File: src/rtl/stopwatch_lap.sv
// Debounced two-button stopwatch with lap freeze; BCD count with 7-segment decode.
// Keys reach the FSM 2 sync + DEBOUNCE_CYCLES + 1 cycles after settling; bcd lags its source by one cycle.
module stopwatch_lap #(
  parameter int CLK_HZ          = 50000000,
  parameter int TICK_HZ         = 100,
  parameter int DIGITS          = 6,
  parameter int DEBOUNCE_CYCLES = 1000000
) (
  input  logic                  clk,
  input  logic                  rst,
  input  logic                  key_start,
  input  logic                  key_lap,
  output logic [4*DIGITS-1:0]   bcd,
  output logic [7*DIGITS-1:0]   seg,
  output logic                  running,
  output logic                  lap_active,
  output logic                  overflow
);

  localparam int DIV = CLK_HZ / TICK_HZ;
  localparam int PW  = $clog2(DIV);
  localparam int DW  = $clog2(DEBOUNCE_CYCLES + 1);
  localparam logic [PW-1:0] PRE_MAX  = PW'(DIV - 1);
  localparam logic [DW-1:0] DEB_LAST = DW'(DEBOUNCE_CYCLES - 1);

  typedef enum logic [1:0] {IDLE, RUN, LAP, STOP} state_t;

  logic [1:0] keys;
  logic [1:0] press;
  logic       start_press;
  logic       lap_press;

  assign keys        = {key_lap, key_start};
  assign start_press = press[0];
  assign lap_press   = press[1];

  for (genvar k = 0; k < 2; k++) begin : g_key
    logic          s1, s2, acc, prs;
    logic [DW-1:0] cnt;

    // cnt counts consecutive synchronised samples that disagree with the accepted level
    always_ff @(posedge clk or posedge rst) begin
      if (rst) begin
        s1  <= 1'b1;
        s2  <= 1'b1;
        acc <= 1'b1;
        prs <= 1'b0;
        cnt <= '0;
      end else begin
        s1  <= keys[k];
        s2  <= s1;
        prs <= 1'b0;
        if (s2 == acc) begin
          cnt <= '0;
        end else if (cnt == DEB_LAST) begin
          acc <= s2;
          cnt <= '0;
          prs <= ~s2;
        end else begin
          cnt <= cnt + DW'(1);
        end
      end
    end

    assign press[k] = prs;
  end

  state_t state_q, state_d;

  always_ff @(posedge clk or posedge rst) begin
    if (rst) state_q <= IDLE;
    else     state_q <= state_d;
  end

  // start always wins over a coincident lap press
  always_comb begin
    state_d = state_q;
    case (state_q)
      IDLE: if (start_press) state_d = RUN;
      RUN:  if (start_press) state_d = STOP; else if (lap_press) state_d = LAP;
      LAP:  if (start_press) state_d = STOP; else if (lap_press) state_d = RUN;
      STOP: if (start_press) state_d = RUN;  else if (lap_press) state_d = IDLE;
      default: state_d = IDLE;
    endcase
  end

  always_comb begin
    running    = (state_q == RUN) || (state_q == LAP);
    lap_active = (state_q == LAP);
  end

  logic [PW-1:0]       pre_q;
  logic [4*DIGITS-1:0] live_q, lap_q, live_inc;
  logic                tick, wrap, carry, clr;

  assign tick = running && (pre_q == PRE_MAX);
  assign clr  = (state_d == IDLE);

  always_comb begin
    live_inc = live_q;
    carry    = tick;
    for (int i = 0; i < DIGITS; i++) begin
      if (carry) begin
        if (live_q[4*i +: 4] == 4'd9) begin
          live_inc[4*i +: 4] = 4'd0;
        end else begin
          live_inc[4*i +: 4] = live_q[4*i +: 4] + 4'd1;
          carry = 1'b0;
        end
      end
    end
    wrap = carry;
  end

  always_ff @(posedge clk or posedge rst) begin
    if (rst) begin
      pre_q    <= '0;
      live_q   <= '0;
      lap_q    <= '0;
      overflow <= 1'b0;
    end else if (clr) begin
      pre_q    <= '0;
      live_q   <= '0;
      lap_q    <= '0;
      overflow <= 1'b0;
    end else begin
      if (running) pre_q <= tick ? '0 : pre_q + PW'(1);
      if (tick)    live_q <= live_inc;
      if (wrap)    overflow <= 1'b1;
      if (state_q == RUN && lap_press && !start_press) lap_q <= live_q;
    end
  end

  always_ff @(posedge clk or posedge rst) begin
    if (rst) bcd <= '0;
    else     bcd <= (state_q == LAP) ? lap_q : live_q;
  end

  function automatic logic [6:0] seg7(input logic [3:0] d);
    case (d)
      4'd0:    seg7 = 7'b1000000;
      4'd1:    seg7 = 7'b1111001;
      4'd2:    seg7 = 7'b0100100;
      4'd3:    seg7 = 7'b0110000;
      4'd4:    seg7 = 7'b0011001;
      4'd5:    seg7 = 7'b0010010;
      4'd6:    seg7 = 7'b0000010;
      4'd7:    seg7 = 7'b1111000;
      4'd8:    seg7 = 7'b0000000;
      4'd9:    seg7 = 7'b0010000;
      default: seg7 = 7'b1111111;
    endcase
  endfunction

  for (genvar i = 0; i < DIGITS; i++) begin : g_seg
    assign seg[7*i +: 7] = seg7(bcd[4*i +: 4]);
  end

endmodule

File: config.mk
export PLATFORM = sky130hd
export DESIGN_NAME = stopwatch_lap
export DESIGN_NICKNAME = d
export VERILOG_FILES = /design/src/rtl/stopwatch_lap.sv
export SDC_FILE = /design/constraint.sdc
export NUM_CORES = 1
export LEC_CHECK = 0
export BUFFER_PORTS_ARGS = -buffer_cell sky130_fd_sc_hd__buf_2
export CAP_MARGIN = 20
export CORE_AREA = 5 5 134 111
export DETAILED_ROUTE_END_ITERATION = 10
export DIE_AREA = 0 0 139 116
export GPL_ROUTABILITY_DRIVEN = 0
export PLACE_DENSITY = 0.76
export SYNTH_ARGS = -nofsm -noshare
export SYNTH_HDL_FRONTEND = slang
export SYNTH_SLANG_ARGS = --single-unit
File: constraint.sdc
create_clock -name clk -period 6.9 [get_ports clk]
set_input_delay 0.69 -clock clk [delete_from_list [all_inputs] [get_ports clk]]
set_output_delay 0.69 -clock clk [all_outputs]
set_load 0.05 [all_outputs]
=== Word level (Yosys, flattened, before mapping) ===
Memories as Yosys holds them, arrays and structs flattened.
Cells that the tools add are included.

* Memories: 6
* Output and inout port bits: 69
* Input port bits: 4
* Bits in read-only memories: 672
* Logic and storage cells: 126
* Bits in registers: 142

* $add $sub $neg: 9
* Reduce and logical (&&, ||, !) cells: 23
* Muxes and demuxes: 49
* Equality and inequality tests: 14
* Bitwise logic cells: 4

{| class="wikitable"
|+ Memory list
! memory !! words !! bits a word !! rd ports !! clocked after Yosys merged registers in !! wr ports !! line !! text
|-
| (name not given) || 16 || 7 || 1 || 0 || 0 || 140 || <nowiki>case (d)</nowiki>
|-
| (name not given) || 16 || 7 || 1 || 0 || 0 || 140 ||
|-
| (name not given) || 16 || 7 || 1 || 0 || 0 || 140 ||
|-
| (name not given) || 16 || 7 || 1 || 0 || 0 || 140 ||
|-
| (name not given) || 16 || 7 || 1 || 0 || 0 || 140 ||
|-
| (name not given) || 16 || 7 || 1 || 0 || 0 || 140 ||
|}

{| class="wikitable"
|+ Operators with widths
! kind !! count
|-
| 24-bit two-way mux || 5
|-
| 20-bit two-way mux || 4
|-
| 19-bit two-way mux || 3
|-
| 4-bit two-way mux || 11
|-
| 20-bit by 1-bit adder with 20-bit output, second input constant || 2
|-
| 20-bit equality test, second input constant || 2
|-
| 4-bit by 1-bit adder with 4-bit output, second input constant || 6
|-
| 4-bit equality test, second input constant || 6
|-
| 19-bit by 1-bit adder with 19-bit output, second input constant || 1
|-
| 19-bit equality test, second input constant || 1
|-
| 1-bit two-way mux || 18
|-
| 2-bit nonzero test || 9
|-
| 2-bit two-way mux || 7
|-
| 2-bit AND reduction || 7
|-
| 2-bit one-hot mux with 4 select lines || 1
|-
| 2-bit equality test, second input constant || 2
|-
| 2-bit zero test || 2
|-
| 1-bit inverter || 4
|-
| 1-bit logical AND || 3
|-
| 1-bit equality test || 2
|-
| 2-bit by 1-bit equality test with 1-bit output, second input constant || 1
|-
| 1-bit zero test || 1
|-
| 1-bit logical OR || 1
|}

=== Depth between registers and ports, before layout ===
Gate-level depths: netlist of run 1.

* Depth in word-level cells: 11
* Mapped depth: 9
* Depth with buffers taken out: 7

=== Least setup slack after synthesis of run 1 ===
Ideal clock, no wire load.

* Path kind: register -> output
* From: register bcd[9]
* To: output port seg[18]
* Slack: 3891 ps
* Arrival time: 2319 ps
* Data required time: 6210 ps
* Buffers on the path: 0
* Cell stages (with the launch flop): 6
* Path through: dfrtp_1 -> inv_1 -> ha_1 -> nand2_1 -> o21ai_0 -> o21ai_0

* Word-level cells in the longest chain between the ends: 1

{| class="wikitable"
|+ RTL lines
! what !! line !! text
|-
| start: declaration || 13 || <nowiki>output logic [4*DIGITS-1:0] bcd,</nowiki>
|-
| start signal: assignment || 136 || <nowiki>else bcd <= (state_q == LAP) ? lap_q : live_q;</nowiki>
|-
| memory read 16 x 7 bit || -- ||
|-
| end: declaration || 14 || <nowiki>output logic [7*DIGITS-1:0] seg,</nowiki>
|}

No other way between the ends.

=== Worst setup path after layout of run 1 ===
* From: register state_q[1]
* To: register live_q[22]

* Word-level cells in the longest chain between the ends: 10
* Elaborated cells on any way between the ends: 24
* Those cells by class: eq/ne: 3; mux: 14; reduce/logical: 7

{| class="wikitable"
|+ RTL lines
! what !! line !! text
|-
| start: declaration || 68 || <nowiki>state_t state_q, state_d;</nowiki>
|-
| start signal: assignment || 72 || <nowiki>else state_q <= state_d;</nowiki>
|-
| 2-bit by 1-bit equality test with 1-bit output / 2-bit equality test (equally long branches) || 78, 88 ||
|-
| 1-bit logical OR || 88 || <nowiki>running = (state_q == RUN) || (state_q == LAP);</nowiki>
|-
| 1-bit logical AND || 96 || <nowiki>assign tick = running && (pre_q == PRE_MAX);</nowiki>
|-
| 1-bit two-way mux (5 in series) || 103 || <nowiki>if (carry) begin</nowiki>
|-
| 2-bit nonzero test (no source line) || -- ||
|-
| 2-bit AND reduction (no source line) || -- ||
|-
| end signal: assignment || 128 || <nowiki>if (tick) live_q <= live_inc;</nowiki>
|-
| end: declaration || 93 || <nowiki>logic [4*DIGITS-1:0] live_q, lap_q, live_inc;</nowiki>
|}

Parallel ways exist; a longest one is shown, timed or not.
A chain may end at the register's enable or synchronous reset.

==> metrics.cfg, run 1 <==
[pwr]
leakage_nw=3.97
seq_power_share_pct=48.3
clkPwrFrac_pct=50.2
comb_power_share_pct=1.5
p_int_mw=1.39
vdd_ir_drop_max_v=0.000167
power_density_mw_per_mm2=197
swShare_pct=20.5
p_switching_mw=0.357

[drt]
post_drt_via_cell_ratio=5.45
wl_per_cell_um=13.9
drt_iter0_drc=473
drc=0
dr.pass1.iters=4
ant_nets=0
routed_wl_mm=15.7
vias=6153

[cells_and_area]
fin_cells=1129
layout-drive-gt1-share_pct=15.0
final_net_count=989
diodes=0
fillCellCount=1061
area_growth_syn_to_layout_pct=13.6

[logic_synthesis]
ys.flop_type=dfrtp_1
synth_mux_area_share_pct=3.66
synth_compound_area_share_pct=10.2
synth_cells=872
yosys.area_share.simple_pct=23.6
synth_warnings=0
netlist_area_mm2=0.00780
synth_edf_count=0
ys_types=48
async_flop_share_pct=100
synthTopCellsByArea=dfrtp_1 44%, ha_1 7.9%, nand2_1 6.1%
synth_top_family_by_area=simple AND/OR/NAND/NOR gates
seq_area_frac_synth_pct=45.6
yosysMostFrequentCell=dfrtp_1
ys_seq_elements=142
yosys.area.top_type_share_pct=43.6
synth_common_cells=136 x dfrtp_1, 127 x nand2_1, 111 x nor2_1, 79 x a21oi_1, 49 x ha_1
synth-xor-area-share_pct=5.50
synth_nets=925
syn_avg_cell_area_um2=8.95
synth_fa_ha_area_share_pct=7.86
yosys.area.top_type=dfrtp_1

[die]
start_util_pct=58.6
die_w_um=139
dieArea_mm2=0.0161
num_io_pins=73
fp.dieH_um=116
core_mm2=0.0133
fp-row-count=38

[sta]
fmax_mhz=350
setup_tns_ns=0
finalClockSkew_ns=0.0101
finalSetupViolations=0
period_minus_slack_ns=2.86
finalMaxSlewViolations=0
hold_viol_final=0
slew_headroom_pct=25.2
fin_crit_sh_pct=41.4
worst_slew_pin_slew_ns=1.12
rsz0062_at_grt=no

[clocking]
cts_sinks=142
clk_latency_ns=0.41
cts_post_setup_buffers_inserted=0
cts_tree=built
clk_path_buf_depth=2
ctsResizeCount=0
ctsHoldBuffers=0
numCtsBuffers=17
clk_pin_slew_ns=0.06
htree_num_levels=4
root_buffer=clkbuf_16

[grt]
grtUsageTotal_pct=20.4
overflow=0
grt_pass1_wl_mm=27.7
grt_pass1_vias=5937
grt_max_degree=97
antenna_found_initial=0

[worst_setup_path]
worst-path-buf-inv=1
startpoint_type=flip-flop
critical_path.most_common_cell=or4_1
crit_required_ns=7.22
cpLargestDelayFamily=simple AND/OR/NAND/NOR gates
cp_max_fo=9
slowest_stage=or4_1
critical_path_class=reg -> reg
crit_chain=inv_1, ha_1, nand2_1, nand4b_1, or4_1, or4_1, a21oi_1
worst_setup_path_end_kind=flip-flop
cp.arrival_ns=3.18
critPathMaxStageDelay_ns=0.67

[place]
io_buffer_count=72
dpl.hpwl_mm=10.4
placed_cells=1097

[flow_run]
cap_violations=0

[hold_path]
hold_path.class=reg -> reg

[run_status]
outcome=finished, final reports clean

[registers in the layout (all words and copies together) (netlist names)]
| register | cells |
|---|---|
| live_q | 24 |
| pre_q | 19 |
| g_key.s1 | 2 |
| overflow | 1 |
| g_key.s2 | 2 |
| g_key.prs | 2 |
| bcd | 24 |
| state_q | 2 |
| g_key.cnt | 40 |
| g_key.acc | 2 |
| lap_q | 24 |
[cell type report]
type / instances / area, um2 / share of cell area [%]
flip-flops and latches: 142 / 3560 / 40.2
multi-input cells: 658 / 3970 / 44.7
inverters: 42 / 163 / 1.83
well taps: 180 / 225 / 2.54
repair buffers: 75 / 383 / 4.32
clock inverters: 5 / 55.1 / 0.621
clock buffers: 27 / 513 / 5.79
[logic make-up after synthesis]
logic type / Yosys count
simple gates: 388
compound gates: 146
flops: 142
buf+inv: 72
xor+xnor: 49
fa+ha+maj: 49
mux: 26
[stage by stage]
| step | cell area (um2) | hold slack [ns] | worst slack (ns) | util (%) | power (mW) |
|---|---|---|---|---|---|
| floorplan | 7800 | 0.345 | 2.41 | - | 0.875 |
| global placement | 8300 | 0.346 | 4.20 | 62.3 | 0.883 |
| detailed placement | 8300 | 0.347 | 4.09 | 62.3 | 0.884 |
| CTS | 8860 | 0.355 | 4.09 | 66.6 | 1.76 |
| global route | 8860 | 0.358 | 3.90 | 66.6 | 1.80 |
| finish | 8860 | 0.355 | 4.04 | 66.6 | 1.74 |
[cells in the final DEF, fill, tap and decap left out, types with 6 or more instances in the layout]
| master | count |
|---|---|
| a21oi_1 | 79 |
| a31oi_1 | 10 |
| and3_1 | 15 |
| buf_2 | 72 |
| clkbuf_16 | 17 |
| dfrtp_1 | 136 |
| dfstp_2 | 6 |
| ha_1 | 49 |
| inv_1 | 41 |
| mux2_2 | 20 |
| mux2i_1 | 6 |
| nand2_1 | 127 |
| nand2b_1 | 9 |
| nand3_1 | 29 |
| nand4_1 | 17 |
| nor2_1 | 111 |
| nor3_1 | 15 |
| nor4_1 | 7 |
| o21ai_0 | 39 |
| or2_2 | 7 |
| or3_1 | 15 |
| or4_1 | 7 |
| xnor2_1 | 24 |
| xor2_1 | 25 |
[final timing paths]
kind | slack (ns) | startpoint | end | cells past startpoint
worst max register to register | 4.04 | state_q[1] | live_q[22] | 7
min in group asynchronous | 0.45 | rst | g_key[0].cnt[2] | 2
max in group asynchronous | 5.36 | rst | lap_q[11] | 3
worst max-delay path | 4.04 | state_q[1] | live_q[22] | 7
worst min-delay path | 0.36 | g_key[0].s1 | g_key[0].s2 | 0
worst min register to register | 0.36 | g_key[0].s1 | g_key[0].s2 | 0
[power by group through the flow]
stage	Clock [mW]	Sequential [mW]	Combinational (mW)
after detailed placement	0	0.856	0.0277
after global routing	0.929	0.842	0.0321
after CTS	0.891	0.842	0.0280
after floorplan	0	0.856	0.0195
final	0.874	0.842	0.0263
after global placement	0	0.856	0.0271
[metal layers]
layer	up-vias	GRT usage [%]	share of wire, %
met4	0	5.87	1.5
met2	150	32.3	45
li1	3104	-	-
met3	17	5.53	5.3
met5	-	0	0
met1	2882	28.2	48
No activity file was read; power rests on OpenSTA's default activity.
==> run 2: changes to the inputs <==
--- a/config.mk
+++ b/config.mk
@@ -7,11 +7,11 @@
 export LEC_CHECK = 0
 export BUFFER_PORTS_ARGS = -buffer_cell sky130_fd_sc_hd__buf_2
 export CAP_MARGIN = 20
-export CORE_AREA = 5 5 134 111
+export CORE_AREA = 5 5 141 116
 export DETAILED_ROUTE_END_ITERATION = 10
-export DIE_AREA = 0 0 139 116
+export DIE_AREA = 0 0 146 121
 export GPL_ROUTABILITY_DRIVEN = 0
-export PLACE_DENSITY = 0.76
+export PLACE_DENSITY = 0.72
 export SYNTH_ARGS = -nofsm -noshare
 export SYNTH_HDL_FRONTEND = slang
 export SYNTH_SLANG_ARGS = --single-unit
==> constraint.sdc (replaced) <==
create_clock -name clk -period 2.52 [get_ports clk]
set_input_delay 0.252 -clock clk [delete_from_list [all_inputs] [get_ports clk]]
set_output_delay 0.252 -clock clk [all_outputs]
set_load 0.05 [all_outputs]
==> metrics.cfg, run 2 (synthesis results as in run 1) <==
[cells_and_area]
final_net_count=1006  ; was 989
final_common_cell=dfrtp_1  ; unchanged
final_cell_mix=136 x dfrtp_1, 126 x nand2_1, 111 x nor2_1, 79 x a21oi_1, 72 x buf_2  ; was 136 x dfrtp_1, 127 x nand2_1, 111 x nor2_1, 79 x a21oi_1, 72 x buf_2
diodes=0  ; unchanged
fin_cells=1155  ; was 1129
final_cell_area_mm2=0.00914  ; was 0.00886 mm2
final_core_utilization_pct=61.9  ; was 66.6%
layout-drive-gt1-share_pct=16.9  ; was 15.0%
regMostFlops=g_key.cnt  ; unchanged
fillCellCount=1238  ; was 1061
largest_reg_flops=40  ; unchanged
area_growth_syn_to_layout_pct=17.1  ; was 13.6%

[clocking]
ctsHoldBuffers=3  ; was 0
clk_path_buf_depth=2  ; unchanged
clk_pin_slew_ns=0.06  ; about the same
htree_num_levels=4  ; unchanged
cts_sinks=142  ; unchanged
cts_tree=built  ; unchanged
clk_latency_ns=0.42  ; was 0.41 ns
numCtsBuffers=17  ; unchanged
cts_post_setup_buffers_inserted=0  ; unchanged
root_buffer=clkbuf_16  ; unchanged
ctsResizeCount=0  ; unchanged

[pwr]
power.total_mw=5.07  ; was 1.74 mW
power_density_mw_per_mm2=555  ; was 197 mW/mm2
vdd_ir_drop_max_v=0.000483  ; was 0.000167 V
leakage_nw=4.12  ; was 3.97 nW

[hold_path]
min_from=g_key[1].s1  ; was g_key[0].s1
holdPathEnd=g_key[1].s2  ; was g_key[0].s2
hold_depth=0  ; unchanged
hold_path.class=reg -> reg  ; unchanged

[grt]
grt_max_degree=83  ; was 97
antenna_found_initial=0  ; unchanged
grt_pass1_wl_mm=27.6  ; was 27.7 mm
grtUsageTotal_pct=18.6  ; was 20.4%
grt_pass1_vias=5946  ; was 5937
overflow=0  ; unchanged

[sta]
slew_headroom_pct=59.3  ; was 25.2%
finalMaxSlewViolations=0  ; unchanged
fmax_mhz=419  ; was 350 MHz
worst_slew_pin_slew_ns=0.606  ; was 1.12 ns
hold_viol_final=0  ; unchanged
rsz0062_at_grt=no  ; unchanged
finalSetupViolations=0  ; unchanged
period_minus_slack_ns=2.38  ; was 2.86 ns
fin_crit_sh_pct=94.6  ; was 41.4%
finalClockSkew_ns=0.00572  ; was 0.0101 ns
whs_ns=0.355  ; about the same

[drt]
drc=0  ; unchanged
ant_nets=0  ; unchanged
routed_wl_mm=15.7  ; about the same
dr.pass1.iters=5  ; was 4
wl_per_cell_um=13.6  ; was 13.9 um
post_drt_via_cell_ratio=5.42  ; was 5.45
drt_iter0_drc=451  ; was 473
vias=6264  ; was 6153

[worst_setup_path]
r2r_start=state_q[1]  ; unchanged
crit_chain=inv_2, ha_4, nand2_4, nand4b_1, or4_1, or4_1, a21oi_1  ; was inv_1, ha_1, nand2_1, nand4b_1, or4_1, or4_1, a21oi_1
worst_setup_path_end_kind=flip-flop  ; unchanged
reg2reg_depth=7  ; unchanged
startpoint_type=flip-flop  ; unchanged
cp_max_fo=9  ; unchanged
r2r-end=live_q[22]  ; unchanged
reg2reg_setup_slack_ns=0.14  ; was 4.04 ns
slowest_stage=or4_1  ; unchanged
critical_path.most_common_cell=or4_1  ; unchanged
critical_path_class=reg -> reg  ; unchanged
crit_required_ns=2.86  ; was 7.22 ns
cp.arrival_ns=2.73  ; was 3.18 ns
critPathMaxStageDelay_ns=0.54  ; was 0.67 ns

[place]
io_buffer_count=72  ; unchanged
dpl.hpwl_mm=10.5  ; was 10.4 mm
placed_cells=1120  ; was 1097
placed_area_mm2=0.00847  ; was 0.00830 mm2

[die]
num_io_pins=73  ; unchanged
die_w_um=146  ; was 139 um
dieArea_mm2=0.0177  ; was 0.0161 mm2
core_mm2=0.0148  ; was 0.0133 mm2
fp-row-count=40  ; was 38
start_util_pct=52.9  ; was 58.6%
fp.dieH_um=121  ; was 116 um

[flow_run]
cap_violations=0  ; unchanged

[run_status]
outcome=finished, final reports clean  ; unchanged

[run 2: critical path, delay by kind of cell (launching register included)]
| kind | cells | cell delay, ns |
|---|---|---|
| adder cells (fa/ha/maj) | 1 | 0.33 |
| buffers and inverters | 1 | 0.08 |
| flip-flops | 1 | 0.44 |
| AND/OR/NAND/NOR | 4 | 1.31 |
| AO/OA/AOI/OAI | 1 | 0.14 |
[run 2: stage by stage]
step / worst slack, ns / TNS, ns
after floorplan: -0.0226 / -0.0226
after global placement: 0.196 / 0
after detailed placement: 0.156 / 0
after CTS: 0.138 / 0
after global routing: 0.0220 / 0
final: 0.136 / 0
[run 2: area by class of cell]
type,instances,area [um2],area share (%)
clock buffer,22,484,5.30
clock inverter,10,159,1.74
inverter,42,161,1.77
multi-input combinational,658,3990,43.6
sequential,142,3560,38.9
tap,189,236,2.59
timing repair buffer,92,556,6.08
[run 2: worst max-delay path by stage]
stage | from | endpoint | slack, ns | cells past startpoint
after detailed placement | pre_q[14] | live_q[22] | 0.16 | 5
final | state_q[1] | live_q[22] | 0.14 | 7
after global routing | state_q[1] | live_q[8] | 0.02 | 8
after global placement | pre_q[14] | live_q[22] | 0.20 | 5
after floorplan | state_q[1] | live_q[22] | -0.02 | 9
after CTS | state_q[1] | live_q[22] | 0.14 | 7
[run 2: per-layer routing]
layer | wire (um) | track usage (%) | share of wire, %
met1 | 7790 | 25.4 | 50
met2 | 6910 | 29.3 | 44
met3 | 809 | 5.53 | 5.2
met4 | 180 | 5.29 | 1.1
met5 | 0 | 0 | 0
[run 2: where the power goes]
group	internal [mW]	switching [mW]
Clock	1.76	0.927
Sequential	2.30	0.00939
Combinational	0.0233	0.0614
Total	4.07	0.998
